===== config.mk =====
export PLATFORM = sky130hd
export DESIGN_NAME = alu_operand_loader_flat
export DESIGN_NICKNAME = d
export VERILOG_FILES = /design/src/rtl/alu_loader_pkg.sv /design/src/rtl/alu_operand_loader_if.sv /design/src/rtl/btn_debounce.sv /design/src/rtl/alu_operand_loader.sv /design/src/flat_wrapper.sv
export SDC_FILE = /design/constraint.sdc
export NUM_CORES = 1
export LEC_CHECK = 0
export BUFFER_PORTS_ARGS = -buffer_cell sky130_fd_sc_hd__buf_2
export CORE_UTILIZATION = 50
export CTS_CLUSTER_SIZE = 30
export DETAILED_ROUTE_END_ITERATION = 8
export PLACE_DENSITY = 0.71
export SETUP_SLACK_MARGIN = 0.05
export SYNTH_ARGS = -nofsm -noshare
export SYNTH_HDL_FRONTEND = slang
export SYNTH_SLANG_ARGS = --single-unit

===== constraint.sdc =====
create_clock -name clk -period 2.1 [get_ports clk]
set_clock_uncertainty 0.15 [all_clocks]
set_input_delay 0.21 -clock clk [delete_from_list [all_inputs] [get_ports clk]]
set_output_delay 0.21 -clock clk [all_outputs]
set_load 0.02 [all_outputs]

===== src/rtl/alu_loader_pkg.sv =====
// Shared types and widths for the ALU operand loader.
// Latency: n/a (types only). Backpressure: n/a.
// State codes are visible on led_state, so their encoding is fixed.
package alu_loader_pkg;

    localparam int DATA_W = 8;
    localparam int SEL_W  = 3;

    typedef enum logic [2:0] {
        S_A    = 3'd0,
        S_B    = 3'd1,
        S_OP   = 3'd2,
        S_EXEC = 3'd3,
        S_CAP  = 3'd4,
        S_SHOW = 3'd5
    } state_t;

    typedef struct packed {
        logic carry;
        logic zero;
        logic neg;
        logic ovf;
    } flags_t;

endpackage


===== src/rtl/alu_operand_loader_if.sv =====
// Operand/result bus between the loader (master) and the combinational ALU (slave).
// Latency: none; wires only. Backpressure: none, alu_valid is a one-cycle strobe.
// The ALU must settle alu_result/flags within the cycle after alu_valid.
interface alu_operand_loader_if;
    import alu_loader_pkg::*;

    logic [DATA_W-1:0] alu_a;
    logic [DATA_W-1:0] alu_b;
    logic [SEL_W-1:0]  alu_sel;
    logic              alu_valid;
    logic [DATA_W-1:0] alu_result;
    logic              alu_carry;
    logic              alu_zero;
    logic              alu_neg;
    logic              alu_ovf;

    modport master (
        output alu_a, alu_b, alu_sel, alu_valid,
        input  alu_result, alu_carry, alu_zero, alu_neg, alu_ovf
    );

    modport slave (
        input  alu_a, alu_b, alu_sel, alu_valid,
        output alu_result, alu_carry, alu_zero, alu_neg, alu_ovf
    );

endinterface


===== src/rtl/btn_debounce.sv =====
// Button conditioner: 2-flop synchronizer, stability counter, rising-edge press pulse.
// Latency: 2 sync cycles + DEBOUNCE_CYCLES before the one-cycle press pulse.
// No backpressure: a held button yields exactly one pulse; bounces shorter than the window are dropped.
module btn_debounce #(
    parameter int DEBOUNCE_CYCLES = 1_000_000,
    parameter int CNT_W           = 20
) (
    input  logic clk,
    input  logic rst_n,
    input  logic btn,
    output logic press
);

    localparam logic [CNT_W-1:0] CNT_LAST = CNT_W'(DEBOUNCE_CYCLES - 1);

    logic [1:0]       sync_q;
    logic             level_q;
    logic [CNT_W-1:0] cnt_q;

    always_ff @(posedge clk or negedge rst_n) begin
        if (!rst_n) begin
            sync_q  <= 2'b00;
            level_q <= 1'b0;
            cnt_q   <= '0;
            press   <= 1'b0;
        end else begin
            sync_q <= {sync_q[0], btn};
            press  <= 1'b0;
            // Any cycle agreeing with the accepted level restarts the window.
            if (sync_q[1] == level_q) begin
                cnt_q <= '0;
            end else if (cnt_q == CNT_LAST) begin
                cnt_q   <= '0;
                level_q <= sync_q[1];
                press   <= sync_q[1];
            end else begin
                cnt_q <= cnt_q + CNT_W'(1);
            end
        end
    end

endmodule


===== src/rtl/alu_operand_loader.sv =====
// ALU front end: enter steps A, B, op entry from the switch bank; clear zeroes everything (ALU_LOADER_CHAIN_EN feeds result back into A).
// Latency: alu_valid 1 cycle after the enter press in S_OP; result on leds 3 cycles after that press.
// No backpressure: enter presses in S_EXEC/S_CAP are dropped, clear overrides enter.
module alu_operand_loader
    import alu_loader_pkg::*;
#(
    parameter int DEBOUNCE_CYCLES = 1_000_000,
    parameter int CNT_W           = 20
) (
    input  logic                 clk,
    input  logic                 rst_n,
    input  logic [DATA_W-1:0]    sw,
    input  logic                 btn_enter,
    input  logic                 btn_clear,
    alu_operand_loader_if.master alu,
    output logic [DATA_W-1:0]    leds,
    output logic                 led_carry,
    output logic                 led_zero,
    output logic                 led_neg,
    output logic                 led_ovf,
    output logic [2:0]           led_state
);

    logic enter_p;
    logic clear_p;

    btn_debounce #(
        .DEBOUNCE_CYCLES(DEBOUNCE_CYCLES),
        .CNT_W          (CNT_W)
    ) u_enter_db (
        .clk  (clk),
        .rst_n(rst_n),
        .btn  (btn_enter),
        .press(enter_p)
    );

    btn_debounce #(
        .DEBOUNCE_CYCLES(DEBOUNCE_CYCLES),
        .CNT_W          (CNT_W)
    ) u_clear_db (
        .clk  (clk),
        .rst_n(rst_n),
        .btn  (btn_clear),
        .press(clear_p)
    );

    state_t            state_q;
    logic [DATA_W-1:0] sw_q;
    logic [DATA_W-1:0] result_q;
    flags_t            flags_q;

    always_ff @(posedge clk or negedge rst_n) begin
        if (!rst_n) begin
            state_q       <= S_A;
            sw_q          <= '0;
            result_q      <= '0;
            flags_q       <= '0;
            alu.alu_a     <= '0;
            alu.alu_b     <= '0;
            alu.alu_sel   <= '0;
            alu.alu_valid <= 1'b0;
        end else begin
            // Single registered sample of the switches feeds both capture and display.
            sw_q          <= sw;
            alu.alu_valid <= 1'b0;
            if (clear_p) begin
                state_q     <= S_A;
                result_q    <= '0;
                flags_q     <= '0;
                alu.alu_a   <= '0;
                alu.alu_b   <= '0;
                alu.alu_sel <= '0;
            end else begin
                unique case (state_q)
                    S_A: begin
                        if (enter_p) begin
                            alu.alu_a <= sw_q;
                            state_q   <= S_B;
                        end
                    end
                    S_B: begin
                        if (enter_p) begin
                            alu.alu_b <= sw_q;
                            state_q   <= S_OP;
                        end
                    end
                    S_OP: begin
                        if (enter_p) begin
                            alu.alu_sel   <= sw_q[SEL_W-1:0];
                            alu.alu_valid <= 1'b1;
                            state_q       <= S_EXEC;
                        end
                    end
                    S_EXEC: begin
                        state_q <= S_CAP;
                    end
                    S_CAP: begin
                        result_q      <= alu.alu_result;
                        flags_q.carry <= alu.alu_carry;
                        flags_q.zero  <= alu.alu_zero;
                        flags_q.neg   <= alu.alu_neg;
                        flags_q.ovf   <= alu.alu_ovf;
                        state_q       <= S_SHOW;
                    end
                    S_SHOW: begin
                        if (enter_p) begin
`ifdef ALU_LOADER_CHAIN_EN
                            alu.alu_a <= result_q;
                            state_q   <= S_B;
`else
                            state_q   <= S_A;
`endif
                        end
                    end
                    default: begin
                        state_q <= S_A;
                    end
                endcase
            end
        end
    end

    always_comb begin
        leds = '0;
        unique case (state_q)
            S_A, S_B, S_OP: leds = sw_q;
            S_CAP, S_SHOW:  leds = result_q;
            default:        leds = '0;
        endcase
    end

    assign led_carry = flags_q.carry;
    assign led_zero  = flags_q.zero;
    assign led_neg   = flags_q.neg;
    assign led_ovf   = flags_q.ovf;
    assign led_state = state_q;

endmodule


===== src/flat_wrapper.sv =====
// flat-port wrapper written by rule: the top's interface ports become plain ports
module alu_operand_loader_flat import alu_loader_pkg::*;
#(
    parameter int DEBOUNCE_CYCLES = 1_000_000,
    parameter int CNT_W           = 20
)
  (clk, rst_n, sw, btn_enter, btn_clear, leds, led_carry, led_zero, led_neg, led_ovf, led_state, alu_alu_a, alu_alu_b, alu_alu_sel, alu_alu_valid, alu_alu_result, alu_alu_carry, alu_alu_zero, alu_alu_neg, alu_alu_ovf);
  alu_operand_loader_if alu_i ();
  input  logic clk;
  input  logic rst_n;
  input  logic [DATA_W-1:0] sw;
  input  logic btn_enter;
  input  logic btn_clear;
  output logic [DATA_W-1:0] leds;
  output logic led_carry;
  output logic led_zero;
  output logic led_neg;
  output logic led_ovf;
  output logic [2:0] led_state;
  output wire logic [$bits(alu_i.alu_a)-1:0] alu_alu_a;
  output wire logic [$bits(alu_i.alu_b)-1:0] alu_alu_b;
  output wire logic [$bits(alu_i.alu_sel)-1:0] alu_alu_sel;
  output wire logic [$bits(alu_i.alu_valid)-1:0] alu_alu_valid;
  input wire logic [$bits(alu_i.alu_result)-1:0] alu_alu_result;
  input wire logic [$bits(alu_i.alu_carry)-1:0] alu_alu_carry;
  input wire logic [$bits(alu_i.alu_zero)-1:0] alu_alu_zero;
  input wire logic [$bits(alu_i.alu_neg)-1:0] alu_alu_neg;
  input wire logic [$bits(alu_i.alu_ovf)-1:0] alu_alu_ovf;
  assign alu_alu_a = alu_i.alu_a;
  assign alu_alu_b = alu_i.alu_b;
  assign alu_alu_sel = alu_i.alu_sel;
  assign alu_alu_valid = alu_i.alu_valid;
  assign alu_i.alu_result = alu_alu_result;
  assign alu_i.alu_carry = alu_alu_carry;
  assign alu_i.alu_zero = alu_alu_zero;
  assign alu_i.alu_neg = alu_alu_neg;
  assign alu_i.alu_ovf = alu_alu_ovf;
  alu_operand_loader #(.DEBOUNCE_CYCLES(DEBOUNCE_CYCLES), .CNT_W(CNT_W)) u_core (.clk(clk), .rst_n(rst_n), .sw(sw), .btn_enter(btn_enter), .btn_clear(btn_clear), .alu(alu_i), .leds(leds), .led_carry(led_carry), .led_zero(led_zero), .led_neg(led_neg), .led_ovf(led_ovf), .led_state(led_state));
endmodule

==> reports/qor.txt <==
Pins Over Slew Limit -> 0
Minimum clock period -> 2100 ps
Vias in the first global route -> 3116
Max-cap violations -> 0
Detail Route Antenna Nets -> 0
Final Hold Fails -> 0
Met2 WL -> 4350 um
Worst hold margin -> 129 ps
Metal3 WL -> 440 um
Die W -> 91.0 um
CP max FO -> 20
Startpoint Class -> flip-flop
Root Buffer -> clkbuf_8
First-pass DRT Iterations -> 4
Ant. Diodes -> 0
DRT iter0 DRCs -> 162
Clock-pin slew on the worst setup and hold paths -> 90 ps
Netlist cell types -> 39
Maximum clock frequency -> 475 MHz
M1 WL -> 3850 um
#FFs+latches synth -> 91
Max VDD drop -> 305 uV
GRT Util Overall -> 22.8%
Clk Latency, worst-skew pair -> 350 ps
Layout Area Growth over Synthesis -> 26.6%
Post-synth top flop -> dfrtp_1
RSZ-0062 raised after global routing -> true
Final setup violation count -> 1
Post-synthesis sequential area ratio -> 57.6%
CTS tree -> done
Net count, final -> 506
Finished Cell Area -> 5010 um^2
Avg Synthesized Cell Area -> 10.5 um^2
Core area -> 7690 um^2
PortBufs -> 58
Status -> finished with violations
Rows -> 32
Via density -> 5.45
Pre-CTS setup slack -> -4.83 ps
DR WL/cell -> 14.9 um
WL final -> 8730 um
Largest cells by area after synthesis -> dfrtp_1, nand2_1, xnor2_1
Pwr Total -> 3.15 mW
Initial antenna violation count -> 0
Die height -> 91.0 um
Die area -> 8270 um^2
Max clock buf depth -> 2
Async S/R FF share, synth -> 100%
Yosys warns -> 0
Worst Path Required -> 2190 ps
CTS Sinks -> 91
Failing checks -> setup timing
Initial cell density of the core -> 51.5%
Setup TNS -> -3.84 ps
Dpl hpwl -> 5930 um
WP data arrival -> 2190 ps
First-pass GRT wire length -> 14900 um
Slew headroom -> 74.6%
Yosys top cell by area -> dfrtp_1
Worst-Margin Slew -> 378 ps
Power Density -> 629 nW/um^2
CP Capture Type -> flip-flop
Cells after synthesis -> 377
Largest net degree at the start of global routing -> 42
Max layer used -> met4
Top-count cell post-synth -> dfrtp_1
# fillers -> 608
Synth cell count leaders -> dfrtp_1, nand2_1, nor2_1
Synth top area share -> 57.6%
Post-CTS Setup Inserts -> 0
Routability Congestion -> 0.844
DP Area -> 4550 um^2
Static leakage -> 2.26 nW
TritonCTS Buffers -> 9
Final setup margin -> -3.84 ps
Layout cells sized above 1 -> 24.4%
# IOs -> 59
Total vias in the final route -> 3192
Depth of the CTS H-tree -> 3
Hold Path Class -> input pin to async pin
# DRC -> 0
Final Cycle Share -> 100%
Critical path class -> flip-flop to flip-flop
Synthesized cell area -> 3960 um^2
Total congestion overflow -> 0
Post-Syn Nets -> 403
Post-synth EDFFs -> 0
-- through the flow --
| step | instances | util [%] |
|---|---|---|
| detailed placement | 547 | 59.1 |
| global route | 586 | 65.1 |
| finish | 586 | 65.1 |
| floorplan | 377 | - |
| global placement | 547 | 59.1 |
| CTS | 585 | 64.8 |
-- per-layer routing --
metal,vias to the layer above,global-route usage (%)
li1,1537,-
met1,1545,30.8
met2,101,36.7
met3,9,4.44
met4,0,8.60
met5,-,0
-- registers in the layout (all words and copies together) (netlist names), 2 cells and up --
name	flops
u_core.alu.alu_sel	3
u_core.alu.alu_b	8
u_core.u_enter_db.cnt_q	20
u_core.u_clear_db.cnt_q	20
u_core.result_q	8
u_core.u_clear_db.sync_q	2
u_core.led_state	3
u_core.u_enter_db.sync_q	2
u_core.sw_q	8
u_core.alu.alu_a	8
-- final cells by class --
| type | instances | area, um^2 | area share, % |
|---|---|---|---|
| Clock inverter | 5 | 61.3 | 1.22 |
| Clock buffer | 10 | 138 | 2.75 |
| Multi-Input combinational cell | 262 | 1620 | 32.3 |
| Sequential cell | 91 | 2280 | 45.6 |
| Timing Repair Buffer | 107 | 747 | 14.9 |
| Inverter | 9 | 33.8 | 0.675 |
| Tap cell | 102 | 128 | 2.55 |
-- cells by family after synthesis --
| family | Yosys count | share of synthesized area (%) |
|---|---|---|
| simple gates | 163 | 20.9 |
| flops | 91 | 57.6 |
| compound gates | 64 | 10.9 |
| xor+xnor | 29 | 6.42 |
| buf+inv | 24 | 2.53 |
| mux | 4 | 1.04 |
| fa+ha+maj | 2 | 0.632 |
-- path summary, 6_finish.rpt --
check | from | endpoint | slack (ps) | cells past startpoint
setup / recovery | u_core.u_enter_db.cnt_q[12] | u_core.u_enter_db.cnt_q[4] | -4 | 5
hold / removal | rst_n | u_core.alu.alu_valid | 130 | 2
setup reg to reg | u_core.u_enter_db.cnt_q[12] | u_core.u_enter_db.cnt_q[4] | -4 | 5
hold reg to reg | u_core.u_enter_db.sync_q[0] | u_core.u_enter_db.sync_q[1] | 210 | 0
max in group asynchronous | rst_n | u_core.u_enter_db.cnt_q[10] | 980 | 3
min in group clk | u_core.u_enter_db.sync_q[0] | u_core.u_enter_db.sync_q[1] | 210 | 0
-- report_power, final --
part           internal, mW  switching [mW]  leakage (nW)
clock network         0.580           0.607        0.0910
registers              1.77          0.0235          1.23
logic                0.0803          0.0876         0.935
total                  2.43           0.718          2.26
-- worst max-delay path: stages (launching register included) --
cell     delay, ps
dfrtp_1        380
or4_1          510
or4_4          560
o21ai_4        160
buf_12         170
nor2_1          60
-- cell usage in the layout, fill, tap and decap left out, drive strengths merged --
| cell type | n |
|---|---|
| a21oi | 29 |
| a22o | 12 |
| a32o | 8 |
| and2 | 1 |
| and3 | 3 |
| and3b | 1 |
| and4 | 2 |
| buf | 83 |
| bufinv | 1 |
| clkbuf | 10 |
| clkdlybuf4s15 | 1 |
| clkinv | 1 |
| clkinvlp | 3 |
| dfrtp | 91 |
| dlygate4sd3 | 23 |
| ha | 2 |
| inv | 9 |
| mux2 | 1 |
| mux2i | 3 |
| nand2 | 47 |
| nand2b | 2 |
| nand3 | 16 |
| nand4 | 9 |
| nor2 | 40 |
| nor2b | 4 |
| nor3 | 8 |
| nor4 | 11 |
| nor4b | 1 |
| o21ai | 8 |
| o31ai | 7 |
| or2 | 3 |
| or3 | 5 |
| or4 | 7 |
| or4b | 3 |
| xnor2 | 19 |
| xor2 | 10 |
-- repair_timing --
action / CTS / global route
pin swaps: 0 / 1
endpoints found under the setup margin: 26 / 49
hold endpoints to repair: 84 / 0
gates resized for setup: 2 / 4
hold buffers: 23 / 0
gates cloned: 0 / 1
No activity file was read; power rests on OpenSTA's default activity.
